File: src/rtl/ecall_print_uart.sv
// ecall_print_uart: takes the characters the core prints through ecall, buffers
// them in a FIFO and sends them out on a UART TX line framed as 8N1.
// Once halt has been seen and all buffered output has been sent, drained goes high.
// Optional feature: define UART_PARITY_EN to add an even-parity bit after the data bits.
module ecall_print_uart #(
  parameter int unsigned FIFO_DEPTH   = 16,
  parameter int unsigned CLKS_PER_BIT = 4
) (
  input  logic                               clk,
  input  logic                               rst,
  input  logic                               print_flag,
  input  logic [7:0]                         print_char,
  input  logic                               halt,
  output logic                               tx,
  output logic                               busy,
  output logic [$clog2(FIFO_DEPTH+1)-1:0]    fifo_count,
  output logic                               overflow,
  output logic                               drained
);

  localparam int unsigned CW = $clog2(FIFO_DEPTH + 1);
  localparam int unsigned PW = $clog2(FIFO_DEPTH);
  localparam int unsigned BW = $clog2(CLKS_PER_BIT);
  localparam logic [CW-1:0] Depth   = CW'(FIFO_DEPTH);
  localparam logic [BW-1:0] BaudMax = BW'(CLKS_PER_BIT - 1);

`ifdef UART_PARITY_EN
  typedef enum logic [2:0] {StIdle, StStart, StData, StParity, StStop} state_e;
`else
  typedef enum logic [1:0] {StIdle, StStart, StData, StStop} state_e;
`endif

  state_e          state_q, state_d;
  logic [BW-1:0]   baud_q, baud_d;
  logic [2:0]      bit_q, bit_d;
  logic [7:0]      shift_q, shift_d;
`ifdef UART_PARITY_EN
  logic            par_q, par_d;
`endif
  logic            tx_d, busy_d, drained_d;

  logic [7:0]      mem [FIFO_DEPTH];
  logic [PW-1:0]   wr_ptr_q, rd_ptr_q;
  logic [CW-1:0]   count_q;
  logic            flag_q, halt_q, ovf_q;
  logic            push_req, push, pop, full;

  // Rising-edge detect on print_flag and push/pop arbitration.
  always_comb begin
    push_req = print_flag & ~flag_q;
    full     = (count_q == Depth);
    pop      = (state_q == StIdle) && (count_q != '0);
    // A pop frees a slot in the same cycle, so a full FIFO still accepts.
    push     = push_req & (~full | pop);
  end

  // Character storage; no reset needed, entries are only read after a write.
  always_ff @(posedge clk) begin
    if (push) mem[wr_ptr_q] <= print_char;
  end

  // FIFO pointers, count, sticky flags and input history.
  always_ff @(posedge clk) begin
    if (rst) begin
      wr_ptr_q <= '0;
      rd_ptr_q <= '0;
      count_q  <= '0;
      ovf_q    <= 1'b0;
      flag_q   <= 1'b0;
      halt_q   <= 1'b0;
    end else begin
      flag_q <= print_flag;
      if (halt) halt_q <= 1'b1;
      if (push) wr_ptr_q <= wr_ptr_q + PW'(1);
      if (pop)  rd_ptr_q <= rd_ptr_q + PW'(1);
      if (push_req && full && !pop) ovf_q <= 1'b1;
      unique case ({push, pop})
        2'b10:   count_q <= count_q + CW'(1);
        2'b01:   count_q <= count_q - CW'(1);
        default: count_q <= count_q;
      endcase
    end
  end

  // Transmit FSM next state; outputs derive from the next state so they are registered.
  always_comb begin
    state_d = state_q;
    baud_d  = baud_q;
    bit_d   = bit_q;
    shift_d = shift_q;
`ifdef UART_PARITY_EN
    par_d   = par_q;
`endif
    unique case (state_q)
      StIdle: begin
        if (pop) begin
          shift_d = mem[rd_ptr_q];
`ifdef UART_PARITY_EN
          par_d   = ^mem[rd_ptr_q];
`endif
          baud_d  = '0;
          state_d = StStart;
        end
      end
      StStart: begin
        if (baud_q == BaudMax) begin
          baud_d  = '0;
          bit_d   = 3'd0;
          state_d = StData;
        end else begin
          baud_d = baud_q + BW'(1);
        end
      end
      StData: begin
        if (baud_q == BaudMax) begin
          baud_d  = '0;
          shift_d = {1'b0, shift_q[7:1]};
          if (bit_q == 3'd7) begin
`ifdef UART_PARITY_EN
            state_d = StParity;
`else
            state_d = StStop;
`endif
          end else begin
            bit_d = bit_q + 3'd1;
          end
        end else begin
          baud_d = baud_q + BW'(1);
        end
      end
`ifdef UART_PARITY_EN
      StParity: begin
        if (baud_q == BaudMax) begin
          baud_d  = '0;
          state_d = StStop;
        end else begin
          baud_d = baud_q + BW'(1);
        end
      end
`endif
      StStop: begin
        if (baud_q == BaudMax) begin
          baud_d  = '0;
          state_d = StIdle;
        end else begin
          baud_d = baud_q + BW'(1);
        end
      end
      default: state_d = StIdle;
    endcase

    tx_d = 1'b1;
    unique case (state_d)
      StStart:  tx_d = 1'b0;
      StData:   tx_d = shift_d[0];
`ifdef UART_PARITY_EN
      StParity: tx_d = par_d;
`endif
      default:  tx_d = 1'b1;
    endcase
    busy_d    = (state_d != StIdle);
    drained_d = halt_q && (count_q == '0) && (state_q == StIdle);
  end

  // FSM state and registered outputs.
  always_ff @(posedge clk) begin
    if (rst) begin
      state_q   <= StIdle;
      baud_q    <= '0;
      bit_q     <= 3'd0;
      shift_q   <= 8'h00;
`ifdef UART_PARITY_EN
      par_q     <= 1'b0;
`endif
      tx        <= 1'b1;
      busy      <= 1'b0;
      drained   <= 1'b0;
    end else begin
      state_q   <= state_d;
      baud_q    <= baud_d;
      bit_q     <= bit_d;
      shift_q   <= shift_d;
`ifdef UART_PARITY_EN
      par_q     <= par_d;
`endif
      tx        <= tx_d;
      busy      <= busy_d;
      drained   <= drained_d;
    end
  end

  assign fifo_count = count_q;
  assign overflow   = ovf_q;

endmodule

File: config.mk
export PLATFORM = sky130hd
export DESIGN_NAME = ecall_print_uart
export DESIGN_NICKNAME = d
export VERILOG_FILES = /design/src/rtl/ecall_print_uart.sv
export SDC_FILE = /design/constraint.sdc
export NUM_CORES = 1
export LEC_CHECK = 0
export BUFFER_PORTS_ARGS = -buffer_cell sky130_fd_sc_hd__buf_2
export CORE_ASPECT_RATIO = 1.25
export CORE_MARGIN = 2
export CORE_UTILIZATION = 40
export DETAILED_ROUTE_END_ITERATION = 8
export HOLD_SLACK_MARGIN = 0.08
export PLACE_DENSITY = 0.62
export SLEW_MARGIN = 20
export SYNTH_ARGS = -nofsm -noshare
export SYNTH_HDL_FRONTEND = slang
export SYNTH_SLANG_ARGS = --single-unit
File: constraint.sdc
create_clock -name clk -period 2.4 [get_ports clk]
set_input_delay 0.36 -clock clk [delete_from_list [all_inputs] [get_ports clk]]
set_output_delay 0.36 -clock clk [all_outputs]
set_load 0.01 [all_outputs]
==> flow_summary.json <==
{
  "status": "completed",
  "clk_latency_ns": 0.42,
  "ys_ff_latch": 166,
  "crit-reg2reg-launch": "fifo_count[0]$_SDFFE_PP0P_",
  "dp_hpwl_mm": 8.357,
  "r2r_end": "fifo_count[4]$_SDFFE_PP0P_",
  "worst-r2r-cell-count": 8,
  "antenna_found_initial": 0,
  "hold_path_depth": 3,
  "rows": 52,
  "synth_top_area_frac": 0.5851,
  "fin_crit_sh": 0.9566,
  "cts_max_level": 4,
  "netlist-cell-type-count": 45,
  "ant_nets": 0,
  "r2r_slack_ns": 0.10,
  "highest_layer": "met4",
  "finClkSkew_ns": 0.007471,
  "die_h_um": 147.3,
  "critical_path.startpoint_type": "flop",
  "finish.instance_area_um2": 7630,
  "die_w_um": 118.6,
  "yosysTopAreaCell": "edfxtp_1",
  "leakagePower_nw": 2.578,
  "numCtsBuffers": 17,
  "hold_buffers": 0,
  "antenna_cells": 0,
  "period_needed_ns": 2.296,
  "gp_congestion": 0.8318,
  "placed_area_um2": 7111,
  "start_util": 0.4071,
  "synth_common_cells": "128 x edfxtp_1, 38 x dfxtp_1, 37 x nor2_1",
  "worst_slack_ns": 0.1042,
  "max_stage_delay_ns": 0.54,
  "cts_buffer_depth": 2,
  "cellPowerDensity_nw_per_um2": 930.4,
  "finalHoldViolCount": 0,
  "cp_cell_sequence": "or4_4 > o211ai_4 > xnor2_1 > ha_1 > or4_1 > nor2_1 > a31oi_1 > mux2_1",
  "syn_nets": 418,
  "final_nets": 466,
  "worstPathRequired_ns": 2.71,
  "first_iter_violations": 231,
  "area.growth.synth_to_final_pct": 16.15,
  "wl_met3_um": 291,
  "hp-class": "in -> reg",
  "fmax_mhz": 435.6,
  "io_pins": 21,
  "cap_viol_max_count": 0,
  "end_kind": "flop",
  "wl_met1_mm": 5.211,
  "root_buffer": "clkbuf_16",
  "vias": 3505,
  "synth_area_um2": 6569,
  "ys_top_cells_by_area": "edfxtp_1 59%, dfxtp_1 12%, mux4_2 11%",
  "pre_cts_slack_ns": 0.09172,
  "cp_max_fo": 2,
  "grt_pass1_wl_mm": 19.80,
  "crit_type": "reg -> reg",
  "core_area_um2": 16140,
  "ys.warnings.count": 0,
  "syn_area_per_cell_um2": 16.55,
  "cts_tree": "built",
  "grt_setup_unrepaired": "no",
  "wl_per_cell_um": 18.09,
  "vias_per_cell": 5.200,
  "grt_max_degree": 34,
  "yosysSeqAreaShare": 0.7010,
  "cts.clk_slew.worst_paths_ns": 0.06,
  "drc": 0,
  "cp-endpoint": "fifo_count[4]$_SDFFE_PP0P_",
  "grt_pass1_vias": 3668,
  "grt_overflow_total": 0,
  "maxSlewViolCount": 0,
  "crit_start": "fifo_count[0]$_SDFFE_PP0P_",
  "post_cts_buffers": 0,
  "synth-async-reset-ratio": 0,
  "routed_wl_mm": 12.19,
  "critical_path.slowest_cell": "or4_4",
  "port_buffers": 20,
  "dr.pass1.iters": 4,
  "dieArea_um2": 17470,
  "yosysMostFrequentCell": "edfxtp_1",
  "setup_viol": 0,
  "peakVddDrop_mv": 0.5547,
  "crit_arrival_ns": 2.60,
  "synth_flop_cell": "edfxtp_1",
  "synthCells": 397,
  "cts_resized": 0,
  "synth-edff-count": 128,
  "track_usage": 0.1509,
  "drive_gt1_frac": 0.2751,
  "tightest_slew_ns": 0.6143,
  "cts.sinks": 166,
  "fillers": 1403,
  "wl_met2_mm": 6.471,
  "slew_headroom": 0.5905
}
## layer usage
metal | vias up | global-route usage
met4 | 0 | 0.06310
met3 | 19 | 0.03377
met2 | 67 | 0.2612
met5 | - | 0
li1 | 1648 | -
met1 | 1771 | 0.1820
## sequential cells by signal (all words and copies together) (netlist names), named ones only
signal      cells
baud_q          2
bit_q           3
busy            1
drained         1
fifo_count      5
flag_q          1
halt_q          1
mem           128
overflow        1
rd_ptr_q        4
shift_q         8
state_q         2
tx              1
wr_ptr_q        4
## cell type report
type                            instances  area (µm²)  share of cell area
Clock buffer                           21       440.4             0.05772
Clock inverter                         11       78.83             0.01033
Inverter                                6       22.52            0.002952
Multi-Input combinational cell        205        1881              0.2465
Sequential cell                       166        4607              0.6038
Tap cell                              216       270.3             0.03542
Timing Repair Buffer                   49       330.3             0.04329
## worst min path at each step
stage	slack [ns]	to	startpoint
after global routing	0.17	halt_q$_SDFFE_PP0P_	halt
final	0.16	halt_q$_SDFFE_PP0P_	halt
after floorplan	0.43	halt_q$_SDFFE_PP0P_	halt_q$_SDFFE_PP0P_
after CTS	0.16	halt_q$_SDFFE_PP0P_	halt
after detailed placement	0.46	bit_q[1]$_SDFFE_PP0P_	bit_q[1]$_SDFFE_PP0P_
after global placement	0.45	bit_q[2]$_SDFFE_PP0P_	bit_q[2]$_SDFFE_PP0P_
## stage by stage
| step | TNS [ns] | power [W] | instances | utilization | hold slack [ns] |
|---|---|---|---|---|---|
| 4_1_cts | 0 | 0.007177 | 674 | 0.4729 | 0.1637 |
| 5_1_grt | 0 | 0.007427 | 674 | 0.4729 | 0.1688 |
| 3_3_place_gp | 0 | 0.004772 | 642 | 0.4407 | 0.4468 |
| 2_1_floorplan | -0.01324 | 0.004388 | 397 | - | 0.4301 |
| 6_report | 0 | 0.007099 | 674 | 0.4729 | 0.1625 |
| 3_5_place_dp | 0 | 0.004800 | 642 | 0.4407 | 0.4582 |
## where the power goes
group | leakage (nW) | switching [W] | internal (W)
Sequential | 1.47 | 0.000136 | 0.00327
Clock | 0.241 | 0.00105 | 0.00132
Combinational | 0.871 | 0.000689 | 0.000632
## worst max-delay path: cells and delay by family, from the launching register on
family,cells,cell delay [ns]
adders and majority gates,1,0.20
AOI/OAI and AO/OA,2,0.23
xor gates and xnor gates,1,0.09
DFF,1,0.32
muxes,1,0.31
and+or+nand+nor,3,1.04
## layout by cell type, fill, tap and decap left out, types with 2 or more instances in the layout
| cell type | instances |
|---|---|
| a21oi_1 | 11 |
| a31oi_1 | 3 |
| buf_2 | 20 |
| buf_4 | 28 |
| clkbuf_1 | 4 |
| clkbuf_16 | 17 |
| clkinv_1 | 2 |
| clkinv_4 | 3 |
| clkinvlp_2 | 2 |
| clkinvlp_4 | 2 |
| dfxtp_1 | 36 |
| dfxtp_2 | 2 |
| edfxtp_1 | 128 |
| ha_1 | 9 |
| inv_1 | 6 |
| mux2_1 | 2 |
| mux2i_1 | 11 |
| mux4_2 | 33 |
| nand2_1 | 20 |
| nand2b_1 | 8 |
| nand3_1 | 5 |
| nand4_1 | 4 |
| nor2_1 | 37 |
| nor2b_1 | 3 |
| nor3_1 | 3 |
| nor3_2 | 4 |
| o21ai_0 | 2 |
| o22ai_1 | 12 |
| o32ai_1 | 6 |
| or2_2 | 4 |
| xnor2_1 | 4 |
| xor2_1 | 5 |
## cells by family (layout without fill, tap and decap cells)
| group | after synthesis | in the layout | synth area share |
|---|---|---|---|
| multiplexers | 47 | 47 | 0.1368 |
| adder cells (fa/ha/maj) | 9 | 9 | 0.01714 |
| buffers and inverters | 26 | 87 | 0.01714 |
| AO/OA/AOI/OAI | 42 | 42 | 0.04400 |
| XOR/XNOR | 9 | 9 | 0.01200 |
| flip-flops | 166 | 166 | 0.7010 |
| AND/OR/NAND/NOR | 98 | 98 | 0.07200 |
(Power assumes the default switching activity.)
